[src/rtl/coproc_scoreboard.sv]
// coproc_scoreboard: issue/writeback controller for a multi-cycle coprocessor with a
// RAW/WAW scoreboard, in-order tag FIFO and register-file write-port arbitration.
module coproc_scoreboard #(
  parameter int DEPTH        = 4,
  parameter int REG_W        = 3,
  parameter int STARVE_LIMIT = 4
) (
  input  logic                clk,
  input  logic                rst,
  input  logic                issue_D,
  input  logic [REG_W-1:0]    RdD,
  input  logic [REG_W-1:0]    Rs1D,
  input  logic [REG_W-1:0]    Rs2D,
  input  logic                StallD_in,
  input  logic                FlushD,
  input  logic                RegwriteW,
  input  logic                cp_ready,
  output logic                cp_start,
  output logic [REG_W-1:0]    cp_rd,
  input  logic                cp_done,
  output logic                cp_ack,
  output logic                wb_sel,
  output logic [REG_W-1:0]    wb_rd,
  output logic                sb_stall,
  output logic [2**REG_W-1:0] pending,
  output logic [REG_W:0]      count,
  output logic                err
);
  localparam int NR = 2**REG_W;
  localparam int PW = $clog2(DEPTH);
  localparam int SW = $clog2(STARVE_LIMIT + 1);
  logic [REG_W-1:0] r_fifo [DEPTH];
  logic [PW-1:0]    r_rd_ptr, r_wr_ptr;
  logic [NR-1:0]    r_pending;
  logic [REG_W:0]   r_count;
  logic [SW-1:0]    r_starve;
  logic             r_err;
  logic             w_haz, w_res_stall, w_starve_stall, w_fire, w_nonempty;
  logic [NR-1:0]    w_set, w_clr;
  assign w_nonempty     = r_count != '0;
  // the RdD term is the WAW guard: no two in-flight ops ever share a nonzero rd
  assign w_haz          = (Rs1D != '0 && r_pending[Rs1D]) || (Rs2D != '0 && r_pending[Rs2D]) ||
                          (RdD != '0 && r_pending[RdD]);
  assign w_res_stall    = issue_D && (r_count == (REG_W+1)'(DEPTH) || !cp_ready);
  assign w_starve_stall = r_starve >= SW'(STARVE_LIMIT);
  assign sb_stall       = w_haz || w_res_stall || w_starve_stall;
  assign w_fire         = issue_D && !sb_stall && !StallD_in && !FlushD;
  assign cp_start       = w_fire;
  assign cp_rd          = RdD;
  assign cp_ack         = cp_done && !RegwriteW && w_nonempty;
  assign wb_sel         = cp_ack;
  assign wb_rd          = r_fifo[r_rd_ptr];
  assign pending        = r_pending;
  assign count          = r_count;
  assign err            = r_err;
  assign w_set          = (w_fire && RdD != '0) ? NR'(1) << RdD : '0;
  assign w_clr          = cp_ack ? NR'(1) << wb_rd : '0;
  always_ff @(posedge clk)
    if (w_fire) r_fifo[r_wr_ptr] <= RdD;
  always_ff @(posedge clk or posedge rst)
    if (rst) begin
      r_rd_ptr  <= '0;
      r_wr_ptr  <= '0;
      r_pending <= '0;
      r_count   <= '0;
      r_starve  <= '0;
      r_err     <= 1'b0;
    end else begin
      r_pending <= (r_pending & ~w_clr) | w_set;
      r_wr_ptr  <= w_fire ? r_wr_ptr + 1'b1 : r_wr_ptr;
      r_rd_ptr  <= cp_ack ? r_rd_ptr + 1'b1 : r_rd_ptr;
      r_count   <= (w_fire && !cp_ack) ? r_count + 1'b1 :
                   (cp_ack && !w_fire) ? r_count - 1'b1 : r_count;
      r_starve  <= (cp_ack || !cp_done) ? '0 :
                   (RegwriteW && w_nonempty && !w_starve_stall) ? r_starve + 1'b1 : r_starve;
      if (cp_done && !w_nonempty) r_err <= 1'b1;
    end
endmodule

[config.mk]
export PLATFORM = sky130hd
export DESIGN_NAME = coproc_scoreboard
export DESIGN_NICKNAME = d
export VERILOG_FILES = /design/src/rtl/coproc_scoreboard.sv
export SDC_FILE = /design/constraint.sdc
export NUM_CORES = 1
export LEC_CHECK = 0
export ABC_CLOCK_PERIOD_IN_PS = 4070
export CAP_MARGIN = 40
export CORE_MARGIN = 2
export CORE_UTILIZATION = 50
export DETAILED_ROUTE_END_ITERATION = 6
export PLACE_DENSITY_LB_ADDON = 0.15
export SETUP_SLACK_MARGIN = 0.02
export SYNTH_ARGS = -nofsm -noshare
export SYNTH_HDL_FRONTEND = slang
export SYNTH_SLANG_ARGS = --single-unit
[constraint.sdc]
create_clock -name clk -period 4.07 [get_ports clk]
set_input_delay 0.6105 -clock clk [delete_from_list [all_inputs] [get_ports clk]]
set_output_delay 0.6105 -clock clk [all_outputs]
set_load 0.05 [all_outputs]
# Word-level counts from Yosys, hierarchy flattened
# Memories as Yosys holds them, arrays and structs flattened.
# Cells that the tools add are included.
# word_totals
regBits	20
ram_bits	12
input_bits	17
out_inout_bits	23
word_cells	73
n_memories	1
# mem_list
name	words	width	rd	rd_ports_with_merged_regs	wr	line	source
r_fifo	4	3	1	0	1	32	logic [REG_W-1:0] r_fifo [DEPTH];
# classes
add_sub_neg	5
n_lt_le_gt_ge	4
n_eq_ne	1
n_shift	2
n_mux	14
bitwise_logic	3
reduce_logical	37
# op_table
cell	n
$mux 8	2
$shl 1x3->8 const A	2
$logic_and 1x1->1	15
$lt 3x4->1 const B	3
$logic_not 1->1	10
$bmux 1 s3	3
$reduce_bool 3->1	3
$and 8x8->8	1
$mux 4	2
$not 8->8	1
$or 8x8->8	1
$logic_or 1x1->1	6
$mux 3	2
$mux 1	5
$add 2x1->2 const B	2
$add 4x1->4 const B	1
$eq 4x3->1 const B	1
$reduce_bool 2->1	2
$reduce_bool 4->1	1
$sub 4x1->4 const B	1
$add 3x1->3 const B	1
$ge 3x3->1 const B	1

# Logic depth before layout (Yosys ltp)
# Gate-level depths: netlist of the first run.
# depth
depth_word	15
ltp_mapped	14
mapped_depth_nobuf	12

# Worst setup path after synthesis of the first run
# Ideal clock, no wire load.
# synth_timing
path_type	in2reg
from	input RdD[1]
to	register r_count[3], in the netlist count[3]
setup_ns	0.145
arrival_ns	3.121
required_time_ns	3.925
slack_ns	0.804
path_stages	14
n_path_buf	2
path_cell_list	buf_6 -> mux2_4 -> a221oi_2 -> o21ai_2 -> nor4_4 -> buf_6 -> ha_1 -> inv_1 -> ha_1 -> a21o_1 -> a21oi_1 -> xnor2_1 -> nor2_1 -> xor2_1
# synth_between
elab_chain_cells	13
elab_cells_between_ends	16
classes_between	mux (3); reduce/logical (13)
# synth_lines
item	line	source
start: declaration	11	input logic [REG_W-1:0] RdD,
$bmux 1 s3	43	(RdD != '0 && r_pending[RdD]);
$mux 1 (implied by the code)	43	
$logic_and 1x1->1 (*)	43	
$logic_or 1x1->1 (*)	42	assign w_haz = (Rs1D != '0 && r_pending[Rs1D]) || (Rs2D != '0 && r_pending[Rs2D]) ||
$logic_or 1x1->1 (*) (2 in series)	46	assign sb_stall = w_haz || w_res_stall || w_starve_stall;
$logic_not 1->1 (*)	47	assign w_fire = issue_D && !sb_stall && !StallD_in && !FlushD;
$logic_and 1x1->1 (*) (3 in series)	47	
via cp_start	18	output logic cp_start,
$logic_not 1->1	73	(cp_ack && !w_fire) ? r_count - 1'b1 : r_count;
$logic_and 1x1->1	73	
$reduce_bool 2->1 (no line)	-	
end signal: assignment	72	r_count <= (w_fire && !cp_ack) ? r_count + 1'b1 :
end: declaration	35	logic [REG_W:0] r_count;
# Mark *: on every way through the listed nets, which the timed path passes. The rest lies on a longest branch. The select of a mux whose other input is x is not followed.
# A chain may end at the register's enable or synchronous reset.

# Final worst setup path of the first run
# layout_timing
from	input RdD[1]
to	output sb_stall
# layout_between
elab_chain_cells	6
elab_cells_between_ends	7
classes_between	mux (2); reduce/logical (5)
# layout_lines
item	line	source
$bmux 1 s3	43	
$mux 1 (implied by the code)	43	
$logic_and 1x1->1 (*)	43	
$logic_or 1x1->1 (*)	42	
$logic_or 1x1->1 (*) (2 in series)	46	
end: declaration	24	output logic sb_stall,
# Every way passes the cells marked *; elsewhere a longest branch is shown, timed or not. The select of a mux whose other input is x is not followed.

==> impl_metrics.py, run 1 <==
metrics = {
    "status": {
        "run_status": "finished, final reports clean",
    },
    "routing": {
        "drt_iter0_drc": 48,
        "avgRoutedWirePerCell_um": 14.7,
        "num_vias": 1245,
        "first_pass_iters": 6,
        "detail_route.wirelength_um": 3440,
        "routed_via_density": 5.32,
        "final_antenna_net_count": 0,
        "drc": 0,
    },
    "yosys": {
        "yosys.cell_types.count": 41,
        "synth_seq_cells": 32,
        "synth_edf_count": 12,
        "synth_nets": 171,
        "yosys_warnings": 0,
        "syn_avg_cell_area_um2": 12.4,
        "synth_top_flop_cell": "dfrtp_1",
        "synthesis.area_um2": 1790,
        "synth-seq-area-share": 0.480,
        "async_set_or_reset_register_ratio_after_synthesis": 0.625,
        "syn_inst": 144,
    },
    "layout": {
        "antenna_cells": 0,
        "final_layout_size_suffix_gt1_frac": 0.154,
        "layout-area-overhead-vs-synth_pct": 27.2,
        "nets": 214,
        "layout.cells.most_common_list": "clkdlybuf4s50_1 (38), dfrtp_1 (20), edfxtp_1 (12)",
        "layout.cells.most_common": "clkdlybuf4s50_1",
    },
    "clocking": {
        "cts_setup_buffers": 0,
        "clk_pin_slew_worst_paths_ns": 0.10,
        "cts_htree_levels": 2,
        "post_cts.resized_instances": 0,
        "numCtsBuffers": 5,
        "clock_insertion_delay_worst_skew_ns": 0.34,
        "cts.sink_count": 32,
        "root_buffer": "clkbuf_4",
        "cts_tree": "done",
        "cts_hold_buffers_added": 0,
        "cts.path.max_buffers": 2,
    },
    "power": {
        "post-layout-total-power_mw": 1.48,
        "powerDensity_nw_per_um2": 651,
        "irDropWorstVdd_uv": 338,
        "cellLeakagePower_nw": 0.946,
    },
    "sta": {
        "final_critical_path_time_including_i_o_delays_and_setup_ns": 3.62,
        "post-route-period-util": 0.890,
        "max_freq_ghz": 0.276,
        "skew_ns": 0.00441,
        "totalNegativeSetupSlack_ns": 0,
        "slew_violations": 0,
        "finalHoldViolations": 0,
        "timing_worst_slew_pin_value_ns": 0.855,
        "grt_setup_unrepaired": "false",
        "slew-limit-headroom": 0.424,
        "setup_violations": 0,
    },
    "global_routing": {
        "global_route_wire_length_before_repair_um": 6000,
        "grt_pass1_vias": 1329,
        "grt.overflow.total": 0,
        "largest_net_degree_at_the_start_of_global_routing": 21,
        "grt_use_total": 0.190,
        "antenna_found_initial": 0,
    },
    "die": {
        "die_area_um2": 4080,
        "io_pins": 40,
        "die_w_um": 63.9,
        "dieHeight_um": 63.9,
        "effective_utilization_at_floorplan": 0.529,
        "floorplan.core_area_um2": 3390,
        "rows": 21,
    },
    "job": {
        "maximum_capacitance_violations": 0,
    },
    "placement": {
        "hpwlAfterDp_um": 2610,
        "number_of_buffers_added_on_ports": 39,
        "gp_congestion": 0.759,
    },
    "hold_path": {
        "hold_path_startpoint": "err$_DFFE_PP0P_",
        "hold_class": "flip-flop to flip-flop",
    },
    "worst_setup_path": {
        "timing.critical_path.from_type": "input port",
        "r2r_start": "count[0]$_DFFE_PP0P_",
        "startpoint": "RdD[1]",
        "timing.critical_path.arrival_ns": 3.01,
        "timing.critical_path.required_ns": 3.46,
        "worstSetupPathType": "input port to output port",
        "crit_path_max_fanout": 4,
        "critical_path.endpoint_type": "output port",
    },
}
-- metal layers --
metal	GRT usage	routed length [um]	part of all wire
met1	0.239	1540	0.45
met2	0.315	1700	0.49
met3	0.0581	161	0.047
met4	0.0571	38	0.011
met5	0	0	0
-- stage by stage --
step	setup WS, ns	utilization	instances	cell area [um2]	hold WS, ns
after global placement	0.446	0.656	226	2220	0.448
after floorplan	0.804	-	144	1790	0.506
after global routing	0.417	0.672	234	2280	0.496
after detailed placement	0.427	0.656	226	2220	0.447
final	0.447	0.672	234	2280	0.474
after CTS	0.452	0.672	234	2280	0.482
-- registers in the layout, summed over array words and instances (netlist names) --
name,flops
pending,8
r_fifo,12
r_wr_ptr,2
count,4
r_rd_ptr,2
err,1
r_starve,3
-- power by group --
group / total, mW / switching [mW] / internal (mW)
sequential: 0.515 / 0.104 / 0.411
clock: 0.176 / 0.112 / 0.0649
combinational: 0.793 / 0.462 / 0.331
total: 1.48 / 0.677 / 0.807
-- kinds of logic after synthesis --
logic type	synth area share
AND/OR/NAND/NOR	0.116
flip-flops	0.480
AO/OA/AOI/OAI	0.117
buffers and inverters	0.0531
multiplexers	0.125
adder cells (fa/ha/maj)	0.0740
XOR/XNOR	0.0342
-- cell usage after synthesis (3+ instances only) --
| master | n | area (um2) |
|---|---|---|
| nor2b_1 | 3 | 18.8 |
| dfrtp_1 | 20 | 500 |
| nand2b_1 | 4 | 25.0 |
| mux4_2 | 5 | 113 |
| o21ai_0 | 5 | 25.0 |
| mux2i_1 | 4 | 40.0 |
| o21a_1 | 4 | 30.0 |
| mux2_2 | 5 | 56.3 |
| ha_1 | 9 | 113 |
| buf_4 | 4 | 30.0 |
| and2_1 | 4 | 25.0 |
| xnor2_1 | 5 | 43.8 |
| nand2_1 | 11 | 41.3 |
| a41o_1 | 3 | 30.0 |
| edfxtp_1 | 12 | 360 |
| a21oi_1 | 3 | 15.0 |
| inv_1 | 10 | 37.5 |
| nor2_1 | 5 | 18.8 |
-- path summary, 6_finish.rpt --
path / slack [ns] / endpoint / cells after the start
min in group asynchronous: 0.70 / r_rd_ptr[0]$_DFFE_PP0P_ / 2
max in group asynchronous: 2.89 / r_starve[0]$_DFFE_PP0P_ / 2
max: 0.45 / sb_stall / 6
max reg2reg: 1.13 / count[3]$_DFFE_PP0P_ / 11
min reg2reg: 0.47 / err$_DFFE_PP0P_ / 1
min: 0.47 / err$_DFFE_PP0P_ / 1
-- critical path, stage by stage --
cell	delay, ns
clkdlybuf4s50_1	0.58
mux2_4	0.33
a221oi_2	0.29
o21ai_2	0.11
a2111o_1	0.39
clkdlybuf4s50_1	0.70
-- layout make-up --
| type | instances | area (um2) |
|---|---|---|
| clock buffers | 5 | 37.5 |
| clock inverters | 3 | 18.8 |
| fillers | 253 | 1110 |
| inverters | 10 | 37.5 |
| multi-input cells | 95 | 836 |
| flip-flops and latches | 32 | 861 |
| well taps | 46 | 57.6 |
| repair buffers | 43 | 430 |
Power figures use the tool's default switching activity.
==> inputs of run 2 (changes only) <==
--- a/config.mk
+++ b/config.mk
@@ -7,6 +7,7 @@
 export LEC_CHECK = 0
 export ABC_CLOCK_PERIOD_IN_PS = 4070
 export CAP_MARGIN = 40
+export CORE_ASPECT_RATIO = 0.75
 export CORE_MARGIN = 2
 export CORE_UTILIZATION = 50
 export DETAILED_ROUTE_END_ITERATION = 6
==> run 2 against run 1 <==
  * Flip-flop and latch count unchanged
  * Clock skew down 0.00086 ns
  * Clock power is 34% higher
  * Register-to-register slack got worse by 0.03 ns
  * Routed wire length rose by 12%
  * Global-route usage is 2.8 points higher
  * Combinational power rose by 2%
  * Critical path type unchanged
  * Critical endpoint unchanged
==> impl_metrics.py, run 2 (synthesis gave the netlist of run 1 again) <==
metrics = {
    "layout": {
        "layout.cells.most_common_list": "clkdlybuf4s50_1 (38), dfrtp_1 (20), edfxtp_1 (12)",
        "nets": 214,
        "num-fill-cells": 228,
        "number_of_flip_flops_in_the_largest_register": 12,
        "layout-area-overhead-vs-synth_pct": 28.2,
        "antenna_cells": 0,
        "layout.cells.most_common": "clkdlybuf4s50_1",
        "regMostFlops": "r_fifo",
        "final_layout_size_suffix_gt1_frac": 0.154,
        "filler_free_cell_count_of_the_finished_design": 228,
        "final_core_utilization": 0.685,
    },
    "placement": {
        "number_of_buffers_added_on_ports": 39,
        "placedCellCount": 220,
        "hpwlAfterDp_um": 2920,
        "place_worst_setup_slack_ns": 0.421,
        "gp_congestion": 0.814,
    },
    "die": {
        "floorplan.core_area_um2": 3360,
        "rows": 18,
        "die_w_um": 73.1,
        "dieHeight_um": 55.8,
        "die_area_um2": 4080,
        "io_pins": 40,
        "effective_utilization_at_floorplan": 0.534,
    },
    "worst_setup_path": {
        "worst_path_most_repeated_cell": "clkdlybuf4s50_1",
        "crit_path_max_fanout": 4,
        "worstSetupPathType": "input port to output port",
        "cpPeakStageDelay_ns": 0.71,
        "timing.critical_path.from_type": "input port",
        "timing.critical_path.arrival_ns": 3.03,
        "slowest_stage": "clkdlybuf4s50_1",
        "timing.critical_path.required_ns": 3.46,
        "cp_cell_sequence": "clkdlybuf4s50_1 -> mux2_4 -> a221oi_2 -> o21ai_2 -> a2111o_1 -> clkdlybuf4s50_1",
        "critical_path.endpoint_type": "output port",
    },
    "sta": {
        "slew_violations": 0,
        "finalHoldViolations": 0,
        "worst_slack_ns": 0.431,
        "totalNegativeSetupSlack_ns": 0,
        "final_critical_path_time_including_i_o_delays_and_setup_ns": 3.64,
        "max_freq_ghz": 0.275,
        "skew_ns": 0.00355,
        "post-route-period-util": 0.894,
        "setup_violations": 0,
        "grt_setup_unrepaired": "false",
        "timing_worst_slew_pin_value_ns": 0.844,
        "slew-limit-headroom": 0.432,
    },
    "clocking": {
        "cts_tree": "done",
        "post_cts.resized_instances": 0,
        "numCtsBuffers": 5,
        "cts_hold_buffers_added": 0,
        "cts_setup_buffers": 0,
        "clk_pin_slew_worst_paths_ns": 0.06,
        "cts_htree_levels": 2,
        "clock_insertion_delay_worst_skew_ns": 0.29,
        "root_buffer": "clkbuf_8",
        "cts.sink_count": 32,
        "cts.path.max_buffers": 2,
    },
    "routing": {
        "first_pass_iters": 4,
        "routed_via_density": 5.71,
        "avgRoutedWirePerCell_um": 16.8,
        "detail_route.wirelength_um": 3840,
        "num_vias": 1303,
        "drt_iter0_drc": 151,
        "final_antenna_net_count": 0,
        "drc": 0,
    },
    "job": {
        "maximum_capacitance_violations": 0,
    },
    "global_routing": {
        "grt.overflow.total": 0,
        "antenna_found_initial": 0,
        "global_route_wire_length_before_repair_um": 6550,
        "largest_net_degree_at_the_start_of_global_routing": 21,
        "grt_use_total": 0.217,
        "grt_pass1_vias": 1308,
    },
    "power": {
        "cellLeakagePower_nw": 0.967,
        "irDropWorstVdd_uv": 592,
        "powerDensity_nw_per_um2": 681,
        "post-layout-total-power_mw": 1.56,
    },
    "status": {
        "run_status": "finished, final reports clean",
    },
    "hold_path": {
        "hold_class": "flip-flop to flip-flop",
    },
}
run 2: final cells by class:
type | count | area (um2) | share of cell area
sequential | 32 | 861 | 0.375
multi-input combinational | 95 | 836 | 0.364
timing repair buffer | 43 | 430 | 0.187
clock buffer | 5 | 68.8 | 0.0300
tap | 40 | 50.0 | 0.0218
inverter | 10 | 37.5 | 0.0163
clock inverter | 3 | 13.8 | 0.00599
run 2: report_power, final:
part	internal [mW]	switching [mW]	leakage, nW
Clock	0.116	0.120	0.0453
Sequential	0.412	0.108	0.362
Combinational	0.331	0.477	0.560
Total	0.858	0.706	0.967
run 2: metrics by stage:
stage / cell area (um2) / hold WS, ns
final: 2300 / 0.465
after global routing: 2300 / 0.499
after CTS: 2300 / 0.474
after detailed placement: 2210 / 0.455
after global placement: 2210 / 0.443
after floorplan: 1790 / 0.506
run 2: final timing paths:
path	from	endpoint	slack [ns]	cells after the start
setup / recovery	RdD[1]	sb_stall	0.43	6
hold / removal	err$_DFFE_PP0P_	err$_DFFE_PP0P_	0.46	1
setup reg to reg	count[0]$_DFFE_PP0P_	count[3]$_DFFE_PP0P_	1.10	11
hold reg to reg	err$_DFFE_PP0P_	err$_DFFE_PP0P_	0.46	1
max in group asynchronous	rst	r_rd_ptr[0]$_DFFE_PP0P_	2.85	2
min in group asynchronous	rst	r_wr_ptr[1]$_DFFE_PP0P_	0.75	2
run 2: critical path: cells and delay by family:
family                 cells  cell delay (ns)
AOI/OAI and AO/OA          3             0.81
buffers and inverters      2             1.29
muxes                      1             0.33
run 2: routing by layer:
metal  GRT usage  share of wire  wire, um  vias up
met5           0              0         0        -
met4      0.0661          0.019        74        0
met3      0.0761          0.046       178        8
met2       0.327           0.48      1860       36
met1       0.296           0.45      1730      659
li1            -              -         -      600
==> inputs of run 3 (changes only) <==
--- a/config.mk
+++ b/config.mk
@@ -12,6 +12,8 @@
 export CORE_UTILIZATION = 50
 export DETAILED_ROUTE_END_ITERATION = 6
 export PLACE_DENSITY_LB_ADDON = 0.15
+export RECOVER_POWER = 100
+export REMOVE_ABC_BUFFERS = 1
 export SETUP_SLACK_MARGIN = 0.02
 export SYNTH_ARGS = -nofsm -noshare
 export SYNTH_HDL_FRONTEND = slang
==> run 3 against run 2 <==
  * Hold slack improved by 0.011 ns
  * Critical path depth stayed put
  * Die area unchanged
  * Critical path type unchanged
==> impl_metrics.py, run 3 (synthesis gave the netlist of run 1 again) <==
metrics = {
    "sta": {
        "totalNegativeSetupSlack_ns": 0,
        "post-route-period-util": 0.932,
        "final_critical_path_time_including_i_o_delays_and_setup_ns": 3.79,
        "timing_worst_slew_pin_value_ns": 0.924,
        "max_freq_ghz": 0.264,
        "worst_slack_ns": 0.275,
        "slew-limit-headroom": 0.382,
        "slew_violations": 0,
        "fin_worst_hold_slack_ns": 0.476,
        "finalHoldViolations": 0,
        "setup_violations": 0,
        "skew_ns": 0.00695,
        "grt_setup_unrepaired": "false",
    },
    "layout": {
        "layout.cells.most_common_list": "dlygate4sd3_1 (26), dfrtp_1 (20), clkdlybuf4s50_1 (12), edfxtp_1 (12), nand2_1 (11)",
        "layout-area-overhead-vs-synth_pct": 28.5,
        "final_layout_size_suffix_gt1_frac": 0.134,
        "layout.cells.most_common": "dlygate4sd3_1",
        "regMostFlops": "r_fifo",
        "number_of_flip_flops_in_the_largest_register": 12,
        "nets": 213,
        "antenna_cells": 0,
    },
    "worst_setup_path": {
        "cpPeakStageDelay_ns": 0.70,
        "worstSetupPathType": "input port to output port",
        "critical_path.n_buffers_inverters": 2,
        "slowest_stage": "clkdlybuf4s50_1",
        "reg2regPathDepth": 11,
        "timing.critical_path.required_ns": 3.46,
        "cp_cell_sequence": "dlygate4sd3_1 -> mux2_1 -> a221oi_2 -> o21ai_2 -> a2111o_1 -> clkdlybuf4s50_1",
        "crit_path_max_fanout": 6,
        "critical_path.endpoint_type": "output port",
        "r2r_setup_slack_ns": 1.06,
        "timing.critical_path.arrival_ns": 3.18,
        "timing.critical_path.from_type": "input port",
        "worstReg2RegEnd": "count[3]$_DFFE_PP0P_",
        "r2r_start": "count[0]$_DFFE_PP0P_",
        "crit_family": "buffers and inverters",
    },
    "die": {
        "effective_utilization_at_floorplan": 0.534,
        "dieHeight_um": 55.8,
        "die_area_um2": 4080,
        "io_pins": 40,
        "die_w_um": 73.1,
        "floorplan.core_area_um2": 3360,
        "rows": 18,
    },
    "clocking": {
        "root_buffer": "clkbuf_8",
        "numCtsBuffers": 5,
        "cts.path.max_buffers": 2,
        "post_cts.resized_instances": 0,
        "cts_hold_buffers_added": 0,
        "cts_htree_levels": 2,
        "cts.sink_count": 32,
        "cts_setup_buffers": 0,
        "cts_tree": "done",
        "clock_insertion_delay_worst_skew_ns": 0.28,
        "clk_pin_slew_worst_paths_ns": 0.07,
    },
    "power": {
        "irDropWorstVdd_uv": 358,
        "powerDensity_nw_per_um2": 683,
        "cellLeakagePower_nw": 0.986,
    },
    "placement": {
        "gp_congestion": 0.801,
        "number_of_buffers_added_on_ports": 39,
        "hpwlAfterDp_um": 2750,
        "place_worst_setup_slack_ns": 0.364,
    },
    "hold_path": {
        "hold_end": "err$_DFFE_PP0P_",
        "hold_path_startpoint": "err$_DFFE_PP0P_",
        "worstHoldPathCells": 1,
        "hold_class": "flip-flop to flip-flop",
    },
    "global_routing": {
        "grt_use_total": 0.201,
        "grt.overflow.total": 0,
        "grt_pass1_vias": 1333,
        "largest_net_degree_at_the_start_of_global_routing": 21,
        "antenna_found_initial": 0,
        "global_route_wire_length_before_repair_um": 6170,
    },
    "routing": {
        "drc": 0,
        "drt_iter0_drc": 50,
        "routed_via_density": 5.57,
        "final_antenna_net_count": 0,
        "first_pass_iters": 4,
        "num_vias": 1265,
        "avgRoutedWirePerCell_um": 15.7,
        "detail_route.wirelength_um": 3570,
    },
    "status": {
        "run_status": "finished, final reports clean",
    },
    "job": {
        "maximum_capacitance_violations": 0,
    },
}
[run 3: worst max path at each step]
stage / slack [ns] / cells after the start / startpoint / endpoint
finish: 0.28 / 6 / RdD[1] / sb_stall
global route: 0.18 / 6 / RdD[1] / sb_stall
CTS: 0.36 / 6 / RdD[1] / sb_stall
detailed placement: 0.36 / 6 / RdD[1] / sb_stall
global placement: 0.41 / 6 / RdD[1] / sb_stall
floorplan: 0.25 / 11 / count[0]$_DFFE_PP0P_ / count[3]$_DFFE_PP0P_
[run 3: layer usage]
metal,vias up,wire [um],track usage
li1,598,-,-
met1,617,1680,0.274
met2,45,1600,0.306
met3,5,247,0.0598
met4,0,42,0.0661
met5,-,0,0
[run 3: power by group]
group | internal, mW | switching [mW]
logic | 0.298 | 0.461
registers | 0.412 | 0.103
clock network | 0.181 | 0.118
[run 3: worst register-to-register path, stage by stage, from the launching register on]
cell and delay [ns]:
dfrtp_1 0.46, nor4_1 0.71, nor3b_1 0.31, inv_1 0.13
ha_1 0.20, inv_1 0.10, ha_1 0.28, a21o_1 0.17
a21oi_1 0.17, xnor2_1 0.13, nor2_1 0.07, xor2_1 0.14
[run 3: stage by stage]
| step | instances | power, mW | utilization | instance area, um2 |
|---|---|---|---|---|
| 2_1_floorplan | 137 | 1.06 | - | 1730 |
| 3_3_place_gp | 219 | 1.30 | 0.658 | 2210 |
| 3_5_place_dp | 219 | 1.32 | 0.658 | 2210 |
| 4_1_cts | 227 | 1.62 | 0.691 | 2320 |
| 5_1_grt | 227 | 1.67 | 0.686 | 2300 |
| 6_report | 227 | 1.57 | 0.686 | 2300 |
[run 3: area by class of cell]
| type | instances | area [um2] |
|---|---|---|
| Sequential cell | 32 | 861 |
| Multi-Input combinational cell | 95 | 827 |
| Timing Repair Buffer | 42 | 415 |
| Tap cell | 40 | 50.0 |
| Clock buffer | 5 | 68.8 |
| Inverter | 10 | 37.5 |
| Fill cell | 249 | 1050 |
| Clock inverter | 3 | 42.5 |
==> patch 1 (flow settings as in run 2) <==
Register the output `count` once more, without a reset; this adds one clock of latency there. The other outputs are not delayed to match.
--- a/src/rtl/coproc_scoreboard.sv
+++ b/src/rtl/coproc_scoreboard.sv
@@ -52,5 +52,7 @@
   assign wb_rd          = r_fifo[r_rd_ptr];
   assign pending        = r_pending;
-  assign count          = r_count;
+  always_ff @(posedge clk) begin
+      count <= r_count;
+  end
   assign err            = r_err;
   assign w_set          = (w_fire && RdD != '0) ? NR'(1) << RdD : '0;
Check against the original RTL: not equivalent (a bounded check fails within 4 cycles, from zero or initial values and one cycle with rst high).
==> patch 1 against run 2 <==
Area after synthesis is 2.6% higher; total power is 2.4% higher; final area is 3.5% higher; sequential cell count is 4 higher; register-to-register slack worse by 0.08 ns; routed wire length is 3.8% lower; sequential power is 13% higher; setup slack better by 0.094 ns.
==> patch 1: results (changes against run 2) <==
** Place
- The total half-perimeter wirelength after legalization and detailed placement was 2858 µm (-2.0%).
- Gpl congestion :: 0.7826 (-3.8%)
- The worst setup slack after placement is 0.2740 ns (-0.1470 ns).
- The placed cell count is 237 (+7.7%).

** Timing
- Worst max-slew margin expressed relative to the limit :: 0.4772 (+0.04525)
- The worst setup skew after layout came to 0.007244 ns (+0.003694 ns).
- Hold slack :: 0.4649 ns (+0.0002460 ns)

** Critical path
- The depth of the worst register-to-register path came to 13 (+2).
- The data arrival time of the critical path is 2.93 ns (-0.10 ns).
- The slack of the worst reg-to-reg path is 1.02 ns (-0.08 ns).
- Reg2Reg Capture Point :: r_count[3]
- The startpoint identified for the worst register-to-register timing path is pending[7].

** Synth
- Proportion of register bits with asynchronous set or reset after synthesis :: 0.5556 (-0.06944)
- The count of unique library cells instantiated by Yosys came to 39 (-4.9%).
- Yosys attributes the largest share of cell area to dfrtp_1 (27%), edfxtp_1 (20%), ha_1 (6.1%).
- Post-synthesis area per instance :: 12.42 µm² (-0.19%)
- Ranking of synthesized cells by instance count :: dfrtp_1 (20), edfxtp_1 (12), inv_1 (11), nand2_1 (10), ha_1 (9)
- The post-synth net total came to 175 (+2.3%).
- Multiplexer share of the synthesized area :: 0.1191 (-0.005871)
- Compound-cell area share of the yosys netlist :: 0.1144 (-0.002955)
- The part of the Yosys area used for sequential elements came to 0.5119 (+0.03147).
- Xor-xnor portion of the synthesized cell area :: 0.03336 (-0.0008619)
- Synth Area in Adders :: 0.07216 (-0.001864)

** Global routing
- The first-pass GRT wire length came to 6037 µm (-7.8%).
- Met1 capacity usage during global routing :: 0.2577 (-0.03804)
- The number of global-route vias before repair came to 1247 (-4.7%).
- The met2 usage came to 0.3048 (-0.02205).
- The total routing usage reported by global routing is 0.1974 (-0.02005).
- Global routing usage on met3 :: 0.06284 (-0.01325)

** Power
- Worst IR drop on VDD :: 0.3892 mV (-34%)
- The leakage power is 0.9558 nW (-1.1%).

** Min path
- Launch instance of the worst min-delay path :: err

** Route
- Wire length per cell after detailed routing :: 15.09 µm (-10%)
- The number of DRC markers after the initial detailed-route iteration came to 130 (-14%).
- The detailed-routing wirelength on met1 came to 1564 µm (-9.4%).
- Detailed-route vias per instance :: 5.298 (-7.3%)
- Met3 WL :: 287 µm (+61%)
- Met2 WL post-DR :: 1785 µm (-4.0%)

** Layout
- Non-Filler Instances :: 245 (+7.5%)
- Fraction of final layout cells sized beyond drive strength 1 :: 0.1244 (-0.02990)

** Status
- The flow ran to the end, and the final reports show no timing, DRC or antenna violations.
patch 1: final cells by class:
type | count | area (µm²)
Clock inverter | 3 | 18.77
Timing Repair Buffer | 44 | 437.9
Tap cell | 52 | 65.06
Sequential cell | 36 | 940.9
Multi-Input combinational cell | 93 | 797.0
Fill cell | 280 | 1211
Inverter | 12 | 50.05
Clock buffer | 5 | 68.82
patch 1: worst max path at each step:
stage / startpoint / to / slack [ns] / cells past startpoint
2_1_floorplan: RegwriteW / r_count[3] / 0.47 / 10
3_3_place_gp: RdD[1] / r_count[3] / 0.31 / 14
3_5_place_dp: RdD[1] / r_count[3] / 0.27 / 14
4_1_cts: Rs2D[0] / sb_stall / 0.51 / 6
5_1_grt: RdD[1] / r_count[3] / 0.36 / 14
6_report: Rs2D[0] / sb_stall / 0.52 / 6
patch 1: power breakdown:
group	total, mW	internal [mW]	switching, mW
Combinational	0.774	0.313	0.462
Sequential	0.585	0.471	0.114
Clock	0.242	0.118	0.125
==> patch 2 (config.mk and constraints of run 2) <==
Without the edit above. Set the parameter `REG_W` to 4 (it was 3).
--- a/src/rtl/coproc_scoreboard.sv
+++ b/src/rtl/coproc_scoreboard.sv
@@ -3,5 +3,5 @@
 module coproc_scoreboard #(
   parameter int DEPTH        = 4,
-  parameter int REG_W        = 3,
+  parameter int REG_W        = 4,
   parameter int STARVE_LIMIT = 4
 ) (
Ports: changed (7 resized); port bits go from 40 to 54. No check against the original RTL was run, so the function may have changed too.
==> patch 2 against run 2 <==
Sequential cell count up 13; critical path type is now primary input to flop; total power up 33%; via count is 50% higher; area after synthesis is 46% higher; utilization is 0.18 points higher; synthesized cell count grew 52%; final area is 48% higher; die area grew 43%; register-to-register slack worse by 0.53 ns; routed wire length up 56%; first-iteration DRC count rose by 23%; cell count grew 51%; combinational power is 29% higher; setup slack got worse by 0.19 ns.
==> patch 2: results (changes against run 2) <==
** Status
- Outcome :: complete, no violations

** Power
- Leakage power total :: 1.407 nW (+46%)
- Worst IR drop on VDD :: 0.4765 mV (-19%)

** Synth
- Sequential cell area fraction in the yosys report :: 0.4610 (-0.01942)
- Post-synthesis area per instance :: 11.95 µm² (-4.0%)
- Ranked by instance count, the synthesized netlist is headed by dfrtp_1 (29), o21ai_0 (19), edfxtp_1 (16), inv_1 (15), o31ai_1 (13).
- Syn_nets :: 250 (+46%)
- The count of unique library cells instantiated by Yosys was 46 (+12%).
- Leading post-synthesis cells by cell area :: dfrtp_1 (28%), edfxtp_1 (18%), mux4_2 (5.2%)
- Proportion of register bits with asynchronous set or reset after synthesis :: 0.6444 (+0.01944)
- The number of enable-type register cells in the synthesized netlist was 16 (+4).
- Synth warn :: 0 (unchanged)

** Layout
- The number of filler cells placed in the layout is 368 (+61%).
- Fraction of final layout cells sized beyond drive strength 1 :: 0.1796 (+0.02532)
- Net total in the final layout :: 314 (+47%)
- Non-Filler Instances :: 344 (+51%)

** Critical path
- Source of the critical timing path :: Rs1D[1]
- The data arrival time of the critical path was 4.02 ns (+0.99 ns).
- Largest fanout on the critical path :: 3 (-1)
- The depth of the worst register-to-register path was 14 (+3).
- Critical R2R Launch :: pending[12]
- Reg2Reg Capture Point :: count[4]
- Slack of the worst reg-to-reg path :: 0.57 ns (-0.53 ns)
- Endpoint type of the worst setup path :: flop

** Place
- Half-perimeter wire length after placement :: 4740 µm (+62%)
- The weighted congestion reported at the end of routability-driven placement came to 0.8352 (+2.7%).
- Port Buffer Count :: 53 (+36%)
- Cell Count Post-Placement :: 336 (+53%)

** Route
- The via-per-instance ratio was 5.686 (-0.51%).
- Wire length per cell after detailed routing :: 17.44 µm (+3.5%)
- Number of DRC markers in iteration 0 :: 186 (+23%)
- 1st-pass router iterations :: 4 (unchanged)

** Global routing
- The first-pass GRT wire length was 9929 µm (+52%).
- The total routing usage reported by global routing is 0.2307 (+0.01323).
- Via count of the first global-routing pass :: 1964 (+50%)
- Initial antenna violation count :: 0 (unchanged)
- The largest net degree at the start of global routing came to 22 (+4.8%).

** Timing
- The worst setup skew after layout was 0.004114 ns (+0.0005646 ns).
- The slew at the pin closest to its max-slew limit came to 0.6251 ns (-0.2192 ns).

** Clock network
- Clock transition time at the flip-flop clock pins of the worst setup and hold paths :: 0.08 ns (+0.02 ns)
- Root buffer selected by CTS :: clkbuf_8
==> patch 2: cell types whose count changed in the layout (fill, tap and decap cells not counted), moves of 9 or more <==
cell / before / now
buf_4: 4 / 20
dfrtp_1: 20 / 29
clkdlybuf4s50_1: 38 / 49
o21ai_0: 5 / 19
o31ai_1: 0 / 13
==> patch 2: worst min-delay path by stage <==
stage                           start  cells past startpoint  slack, ns     endpoint
after floorplan           r_wr_ptr[0]                      1       0.50  r_wr_ptr[0]
after detailed placement          err                      1       0.46          err
after global placement            err                      1       0.44          err
after global routing              err                      1       0.49          err
final                             err                      1       0.48          err
after CTS                         err                      1       0.48          err
==> patch 2: report_power, final <==
| group | total, mW | switching (mW) | leakage [nW] | internal (mW) |
|---|---|---|---|---|
| logic | 1.04 | 0.609 | 0.833 | 0.428 |
| clock network | 0.339 | 0.156 | 0.0543 | 0.184 |
| registers | 0.701 | 0.138 | 0.520 | 0.563 |
==> patch 2: final cells by class <==
type	count	area share
repair buffers	73	0.2097
flip-flops and latches	45	0.3547
clock inverters	3	0.01361
multi-input cells	143	0.3620
clock buffers	5	0.02024
well taps	60	0.02208
inverters	15	0.01766
==> patch 2: kinds of logic after synthesis <==
kind of cell    count (synthesis)  synth area share
compound gates                 53            0.1425
xor+xnor                        8           0.02678
fa+ha+maj                      11           0.05548
buf+inv                        31           0.06982
flops                          45            0.4610
mux                            24            0.1483
simple gates                   47           0.09613
==> patch 2: layer usage <==
metal,vias up,part of all wire,track usage
li1,934,-,-
met1,936,0.47,0.3331
met2,82,0.45,0.3447
met3,4,0.080,0.06444
met4,0,0.0058,0.05769
met5,-,0,0
==> patch 2: per-stage QoR <==
| step | hold slack [ns] | setup WS [ns] | area [µm²] |
|---|---|---|---|
| after global routing | 0.4883 | 0.05108 | 3401 |
| after global placement | 0.4423 | -0.1841 | 3249 |
| after floorplan | 0.4975 | 0.03767 | 2621 |
| after detailed placement | 0.4618 | -0.2360 | 3277 |
| after CTS | 0.4820 | 0.06470 | 3392 |
| final | 0.4781 | 0.2395 | 3401 |
==> patch 2: worst max-delay path, stage by stage <==
cell             delay, ns
clkdlybuf4s50_1       0.51
mux4_2                0.49
or2b_1                0.24
o211ai_2              0.06
o211ai_1              0.12
or4_4                 0.58
clkinvlp_4            0.10
ha_1                  0.16
inv_1                 0.08
fa_1                  0.39
a21o_1                0.17
a21oi_1               0.16
xnor2_1               0.13
nor2_1                0.07
xor2_1                0.14
==> patch 2: timing repair <==
action,in CTS,in global routing
setup buffers,0,0
endpoints found under the setup margin,0,2
gates resized for setup,0,3
